--- src/rtl/loader_pkg.sv ---
// rtl/loader_pkg.sv - shared types and constants for the instruction-memory loader
//
// Purpose: state encoding and fixed widths shared by imem_loader and
//          imem_loader_csum.
// Contents:
//   LEN_W   width of the length word and the program-word counter
//   CSUM_W  width of the modulo-2^16 checksum
//   state_t loader FSM states

package loader_pkg;

  localparam int LEN_W  = 16;
  localparam int CSUM_W = 16;

  typedef enum logic [2:0] {
    S_LEN   = 3'd0,
    S_DATA  = 3'd1,
    S_CHK   = 3'd2,
    S_HOLD  = 3'd3,
    S_RUN   = 3'd4,
    S_ERROR = 3'd5
  } state_t;

endpackage

--- src/rtl/imem_loader_csum.sv ---
// rtl/imem_loader_csum.sv - modulo-2^16 running sum with clear, add and compare
//
// Purpose: accumulates program words so the loader can verify the trailing
//          checksum word of the stream.
// Ports:
//   clk       in   system clock
//   reset     in   synchronous active-low reset, clears the sum
//   clr       in   clear the sum on this edge (takes priority over add_en)
//   add_en    in   add add_data into the sum on this edge
//   add_data  in   word to accumulate
//   cmp_data  in   word compared against the current sum
//   match     out  1 when cmp_data equals the current sum (combinational)

module imem_loader_csum
  import loader_pkg::*;
(
  input  logic              clk,
  input  logic              reset,
  input  logic              clr,
  input  logic              add_en,
  input  logic [CSUM_W-1:0] add_data,
  input  logic [CSUM_W-1:0] cmp_data,
  output logic              match
);

  logic [CSUM_W-1:0] sum;

  always_ff @(posedge clk) begin
    if (!reset) begin
      sum <= '0;
    end else if (clr) begin
      sum <= '0;
    end else if (add_en) begin
      // Natural overflow of the CSUM_W-bit adder gives the modulo-2^16 sum.
      sum <= sum + add_data;
    end
  end

  assign match = (sum == cmp_data);

endmodule

--- src/rtl/imem_loader.sv ---
// rtl/imem_loader.sv - boot-time instruction-memory loader with processor reset hold
//
// Purpose: accepts a length-prefixed stream of 16-bit words, writes the
//          program words to instruction memory from address 0, then releases
//          the processor reset RELEASE_DLY cycles after the last transfer.
// Build option: LOADER_CSUM_EN - when defined, a checksum word follows the
//          data and a mismatch parks the loader in ERROR.
// Parameters:
//   ADDR_W       instruction-memory word-address width (>= 16)
//   DATA_W       instruction word width (16)
//   RELEASE_DLY  cycles spent in HOLD before cpu_reset rises (>= 1)
// Ports:
//   clk        in   system clock
//   reset      in   synchronous active-low reset
//   in_valid   in   upstream word valid
//   in_data    in   upstream word
//   in_ready   out  loader accepts a word this cycle
//   mem_we     out  one-cycle write strobe per program word
//   mem_addr   out  write word address
//   mem_wdata  out  write data
//   cpu_reset  out  active-low processor reset (1 = run)
//   busy       out  loading in progress (LEN, DATA, CHK, HOLD)
//   done       out  program loaded and processor released
//   error      out  checksum mismatch, sticky until reset

module imem_loader
  import loader_pkg::*;
#(
  parameter int ADDR_W      = 21,
  parameter int DATA_W      = 16,
  parameter int RELEASE_DLY = 4
) (
  input  logic              clk,
  input  logic              reset,
  input  logic              in_valid,
  input  logic [DATA_W-1:0] in_data,
  output logic              in_ready,
  output logic              mem_we,
  output logic [ADDR_W-1:0] mem_addr,
  output logic [DATA_W-1:0] mem_wdata,
  output logic              cpu_reset,
  output logic              busy,
  output logic              done,
  output logic              error
);

  localparam int DLY_W = $clog2(RELEASE_DLY + 1);

`ifdef LOADER_CSUM_EN
  localparam state_t AFTER_DATA = S_CHK;
`else
  localparam state_t AFTER_DATA = S_HOLD;
`endif

  state_t             state;
  state_t             state_next;
  logic [LEN_W-1:0]   len_q;
  logic [LEN_W-1:0]   cnt;
  logic [DLY_W-1:0]   dly_cnt;
  logic               xfer;
  logic               csum_match;

  assign xfer = in_valid & in_ready;

`ifdef LOADER_CSUM_EN
  imem_loader_csum u_csum (
    .clk      (clk),
    .reset    (reset),
    .clr      ((state == S_LEN) && xfer),
    .add_en   ((state == S_DATA) && xfer),
    .add_data (CSUM_W'(in_data)),
    .cmp_data (CSUM_W'(in_data)),
    .match    (csum_match)
  );
`else
  // CHK is unreachable without the checksum option.
  assign csum_match = 1'b1;
`endif

  always_comb begin
    state_next = state;
    case (state)
      S_LEN: begin
        if (xfer) begin
          state_next = (in_data == '0) ? AFTER_DATA : S_DATA;
        end
      end
      S_DATA: begin
        if (xfer && (cnt == len_q - LEN_W'(1))) begin
          state_next = AFTER_DATA;
        end
      end
      S_CHK: begin
        if (xfer) begin
          state_next = csum_match ? S_HOLD : S_ERROR;
        end
      end
      S_HOLD: begin
        if (dly_cnt == DLY_W'(RELEASE_DLY - 1)) begin
          state_next = S_RUN;
        end
      end
      default: begin
        state_next = state;
      end
    endcase
  end

  // Control outputs are registered from state_next so each one changes on
  // the same edge as the state it reflects.
  always_ff @(posedge clk) begin
    if (!reset) begin
      state     <= S_LEN;
      len_q     <= '0;
      cnt       <= '0;
      dly_cnt   <= '0;
      in_ready  <= 1'b1;
      mem_we    <= 1'b0;
      mem_addr  <= '0;
      mem_wdata <= '0;
      cpu_reset <= 1'b0;
      busy      <= 1'b1;
      done      <= 1'b0;
    end else begin
      state  <= state_next;
      mem_we <= 1'b0;

      if ((state == S_LEN) && xfer) begin
        len_q <= LEN_W'(in_data);
        cnt   <= '0;
      end

      if ((state == S_DATA) && xfer) begin
        mem_we    <= 1'b1;
        mem_addr  <= ADDR_W'(cnt);
        mem_wdata <= in_data;
        cnt       <= cnt + LEN_W'(1);
      end

      // Counts only while in HOLD; zero on every HOLD entry.
      dly_cnt <= (state == S_HOLD) ? dly_cnt + DLY_W'(1) : '0;

      in_ready  <= (state_next == S_LEN) || (state_next == S_DATA) ||
                   (state_next == S_CHK);
      busy      <= (state_next == S_LEN) || (state_next == S_DATA) ||
                   (state_next == S_CHK) || (state_next == S_HOLD);
      cpu_reset <= (state_next == S_RUN);
      done      <= (state_next == S_RUN);
    end
  end

`ifdef LOADER_CSUM_EN
  always_ff @(posedge clk) begin
    if (!reset) begin
      error <= 1'b0;
    end else begin
      error <= (state_next == S_ERROR);
    end
  end
`else
  assign error = 1'b0;
`endif

endmodule
--- config.mk ---
export PLATFORM = sky130hd
export DESIGN_NAME = imem_loader
export DESIGN_NICKNAME = d
export VERILOG_FILES = /design/src/rtl/loader_pkg.sv /design/src/rtl/imem_loader_csum.sv /design/src/rtl/imem_loader.sv
export SDC_FILE = /design/constraint.sdc
export NUM_CORES = 1
export LEC_CHECK = 0
export CORE_UTILIZATION = 52
export CTS_CLUSTER_DIAMETER = 80
export DETAILED_ROUTE_END_ITERATION = 10
export DONT_BUFFER_PORTS = 1
export PLACE_DENSITY = 0.67
export SYNTH_ARGS = -nofsm -noshare
export SYNTH_HDL_FRONTEND = slang
export SYNTH_SLANG_ARGS = --single-unit
export TNS_END_PERCENT = 100
--- constraint.sdc ---
create_clock -name clk -period 2.2 [get_ports clk]
set_input_delay 0.11 -clock clk [delete_from_list [all_inputs] [get_ports clk]]
set_output_delay 0.11 -clock clk [all_outputs]
set_load 0.1 [all_outputs]
; ---- Word-level counts from Yosys, hierarchy flattened
; Cells that the tools add are included.
[word_totals]
mem_count = 0
word_cells = 43
ramBits = 0
rom_bits = 0
ff_bits = 74
latchBits = 0
[op_classes]
n_bitwise = 1
shift = 0
n_reduce_logical = 11
add_sub_neg = 3
n_mux = 9
eq_ne = 9
magnitude_cmp = 0
multipliers = 0
div_mod_pow = 0
[ops]
columns = cell, n
row1 = 16-bit two-way mux, 2
row2 = "16-bit by 1-bit adder with 16-bit output, second input constant", 1
row3 = 16-bit == test, 1
row4 = 16-bit logical NOT, 1
row5 = "16-bit by 1-bit subtractor with 16-bit output, second input constant", 1
row6 = "3-bit by 2-bit == test with 1-bit output, second input constant", 5
row7 = 3-bit two-way mux, 4
row8 = 3-bit one-hot mux with 4 select lines, 1
row9 = "3-bit by 1-bit == test with 1-bit output, second input constant", 2
row10 = 3-bit logical NOT, 2
row11 = "3-bit by 1-bit adder with 3-bit output, second input constant", 1
row12 = "3-bit == test, second input constant", 1
row13 = 1-bit logical AND, 3
row14 = 1-bit logical OR, 3
row15 = 2-bit two-way mux, 1
row16 = 2-bit AND reduction, 1
row17 = 2-bit nonzero test, 1
row18 = 1-bit bitwise AND, 1
row19 = 1-bit two-way mux, 1

; ---- Depth between registers and ports, before layout
[depth]
ltp_word = 9
ltp_mapped = 8
depth_no_buf = 8

; ---- Worst setup path after synthesis
; Ideal clock, no wire load.
[synth_timing]
path_type = register to register
startpoint = register in_ready
endpoint = register in_ready
period_less_slack_ns = 2.517
arrival_time_ns = 2.402
setup_slack_ns = -0.317
path_buffers = 0
path_stages_with_launch = 7
cell_sequence = dfxtp_1 > nand2_1 > nor3_2 > nand4_1 > nor4b_2 > a41oi_2 > o21a_1
[synth_between]
elab_chain_cells = 7
elab_cells_between_ends = 11
classes_between = 2 x eq/ne / 4 x mux / 1 x bitwise / 4 x reduce/logical
[synth_lines]
columns = item, line_no
row1 = from (decl), imem_loader.sv:37  ; output logic in_ready,
row2 = from (signal assigned), imem_loader.sv:143  ; in_ready <= (state_next == S_LEN) || (state_next == S_DATA) ||
row3 = 1-bit bitwise AND *, imem_loader.sv:63  ; assign xfer = in_valid & in_ready;
row4 = 1-bit logical AND, imem_loader.sv:89  ; if (xfer && (cnt == len_q - LEN_W'(1))) begin
row5 = 3-bit two-way mux, imem_loader.sv:89
row6 = 3-bit one-hot mux with 4 select lines *, imem_loader.sv:82  ; case (state)
row7 = 3-bit by 1-bit == test with 1-bit output or 3-bit logical NOT (tied branches), imem_loader.sv:143
row8 = 1-bit logical OR, imem_loader.sv:143
row9 = 1-bit logical OR *, imem_loader.sv:143
; Every way passes the cells marked *; elsewhere a longest branch is shown, timed or not.
; A chain may end at the register's enable or synchronous reset.

; ---- Final worst setup path
[layout_timing]
startpoint = register len_q[0]
endpoint = register in_ready
[layout_between]
elab_chain_cells = 8
elab_cells_between_ends = 10
classes_between = 1 x add/sub / 3 x eq/ne / 2 x mux / 4 x reduce/logical
[layout_lines]
columns = item, line_no
row1 = from (decl), imem_loader.sv:57  ; logic [LEN_W-1:0] len_q;
row2 = from (signal assigned), imem_loader.sv:129  ; len_q <= LEN_W'(in_data);
row3 = 16-bit by 1-bit subtractor with 16-bit output *, imem_loader.sv:89
row4 = 16-bit == test *, imem_loader.sv:89
row5 = 1-bit logical AND *, imem_loader.sv:89
row6 = 3-bit two-way mux *, imem_loader.sv:89
row7 = 3-bit one-hot mux with 4 select lines *, imem_loader.sv:82
row8 = 3-bit by 1-bit == test with 1-bit output or 3-bit logical NOT (tied branches), imem_loader.sv:143
row9 = 1-bit logical OR, imem_loader.sv:143
row10 = 1-bit logical OR *, imem_loader.sv:143
; Marked as above.

==> metrics <==
CTS Buf Count 9; Clock Path Buffers 2; hold path start reset; Combinational Power Share 17.4%; final setup vio count 0; clock sinks 74; All-Layer GR Usage 24.19%; Post-Synth Simple-Gate Area 25.35%; CP max FO 6; worst path required time 2.45 ns; IO Count 62; total power 0.002936 W; dominant synthesized flop cell dfxtp_1; Max-Slew Margin vs Limit 58.77%; first-pass GRT wire length 13640 um; drt first-iter violations 135; CTS clk-pin slew, worst paths 0.08 ns; Die Ht 85.30 um; Post-synth EDFFs 0; Sw Share 29.98%; post-synthesis sequential area ratio 41.05%; critical-path cell list inv_1 -> ha_1 -> nor3b_4 -> buf_4 -> nand4_1 -> xnor2_1 -> o2111a_1 -> a41oi_2 -> o21a_1; max incr delay on CP 0.37 ns; leakage power 1.680 nW; Crit. End Element flop; Adder-Cell Fraction of Synth Area 1.387%; commonest cells after routing, fill and taps aside nand2_1, dfxtp_1, buf_4; crit start category flop; hold path depth 3; count of different cell masters after synthesis 52; initial antenna violation count 0; Synth Cell Area 3608 um^2; kind of cell adding the most delay to the critical path compound AO/OA/AOI/OAI gates; Final #Nets 491; Mapped Avg Cell Area 8.592 um^2; R2R Path End in_ready; Clock power frac 34.5%; # port buffers 0; post-route DRC violation count 0; Pwr Density 682.4 nW/um^2; share of power burned in registers 48.1%; GP Congestion 0.8580; commonest non-fill, non-tap cell in the layout nand2_1; clock latency on the worst-skew pair 0.36 ns; CP bufs+invs 2; r2r setup slk 0.18 ns; Mapped Cells 420; TritonCTS clock tree yes; H-tree Lvls 3; DRT Pass-1 Iters 5; largest net degree at the start of global routing 62; Synth Register Bits 74; max-slew violations 0; drt via density 5.455; core area 6531 um^2; status complete, no violations; post-synthesis mux area share 4.716%; vias 3000; final wirelength 8345 um; vias in the first global route 2786; Ys Warns 0; Detail Placement HPWL 5501 um; sw power 0.0008802 W; Hold WC Path Type primary input to flop; reg-to-reg critical path startpoint len_q[0]; Crit path depth 9; fill cell count 551; DR WL/cell 15.17 um; max capacitance violation total 0; Antenna Cells 0; Max Clk Rate 495.4 MHz; Layout area overhead 19.21%; P_int 0.002055 W; Final Critical Period 2.018 ns; peak supply drop 353.8 uV; die area 7276 um^2; XOR/XNOR Fraction of Synth Area 6.068%; Hold EP cnt[5]; Core Rows 29; post-synthesis async set-or-reset flop share 0%; WP data arrival 2.27 ns; layout cells sized above 1 17.34%; Die W 85.30 um; Overflow after GRT 0; kind of critical path flop to flop; fraction of the mapped netlist area in compound gates 14.94%; Worst R2R Path Depth 9; Slowest cell on crit path dfxtp_1; main combinational cell family by area after synthesis simple AND/OR/NAND/NOR gates; DRT antenna net count 0; post-layout util 65.86%; final clock skew 0.008692 ns; Initial Util 55.25%; area occupied by registers 1484 um^2; Final Hold Viols 0; footprint of the multi-input gates 1934 um^2; worst-margin pin slew 0.6172 ns; CTS root buf clkbuf_8; Final period util 91.75%
[tightest hold or removal path, delay by kind of cell]
family | cells | cell delay [ns]
AOI/OAI and AO/OA | 2 | 0.12
and+or+nand+nor | 1 | 0.12
[power groups by stage]
stage	Sequential, W	Clock (W)	Combinational [W]
after floorplan	0.00153	0	0.000307
after global placement	0.00144	0	0.000447
after detailed placement	0.00144	0	0.000452
after CTS	0.00141	0.00103	0.000501
after global routing	0.00142	0.00109	0.000550
final	0.00141	0.00101	0.000510
[registers in the layout, indices dropped and copies added, names as in the netlist]
name and cells:
mem_addr 16, state 3, busy 1, len_q 16, dly_cnt 3, mem_we 1, done 1, in_ready 1
mem_wdata 16, cnt 16
[synth_stat cells, drive strengths merged, types with 7 or more instances]
master,n,area [um^2]
nand3,11,55.05
mux2i,17,170.2
a21boi,34,255.2
buf,19,132.6
a21oi,8,40.04
nor3,11,60.06
nand4,7,43.79
nor2,15,56.30
dfxtp,74,1481
xor2,10,87.58
xnor2,15,131.4
nand2,89,334.1
nor4,8,77.57
inv,9,33.78
o21ai,12,60.06
clkbuf,17,63.81
nor2b,20,125.1
[routing by layer]
| layer | global-route usage, % | vias to the layer above | wire (um) | share of wire [%] |
|---|---|---|---|---|
| met5 | 0 | - | 0 | 0 |
| met4 | 10.76 | 0 | 150 | 1.8 |
| met3 | 3.599 | 14 | 431 | 5.2 |
| met2 | 37.68 | 73 | 3827 | 46 |
| met1 | 33.33 | 1392 | 3936 | 47 |
| li1 | - | 1521 | - | - |
[area by class of cell]
class                   count  share of cell area (%)
multi-input cells         306                   44.97
flip-flops and latches     74                   34.50
repair buffers             68                   13.09
clock buffers              12                   3.839
well taps                  77                   2.240
inverters                   9                  0.7853
clock inverters             4                  0.5817
[worst max-delay path by stage]
stage	startpoint	end
4_1_cts	len_q[0]	in_ready
6_report	len_q[0]	in_ready
3_3_place_gp	len_q[0]	in_ready
2_1_floorplan	in_ready	in_ready
3_5_place_dp	len_q[0]	in_ready
5_1_grt	len_q[0]	in_ready
[kinds of logic after synthesis]
kind of cell,Yosys count
mux,17
other cells,1
compound gates,74
simple gates,180
buf+inv,45
flops,74
xor+xnor,25
fa+ha+maj,4
[repair_timing]
action / in CTS / in global routing
hold buffers: 17 / 0
setup buffers: 0 / 1
endpoints found under the hold margin: 65 / 0
resized for setup: 0 / 2
endpoints found under the setup margin: 0 / 1
[stage by stage]
stage                     TNS (ns)  hold slack [ns]  instance area (um^2)  worst slack [ns]  cells
after floorplan                  0           0.2549                  3628           0.06002    425
after global placement           0           0.2329                  3911            0.1604    516
after detailed placement         0           0.2367                  3911            0.1251    516
after CTS                        0          0.02313                  4282           0.09710    549
after global routing      -0.01028          0.03572                  4302          -0.01028    550
final                            0          0.02858                  4302            0.1815    550
Note: power is estimated with default switching activity, not from simulation.
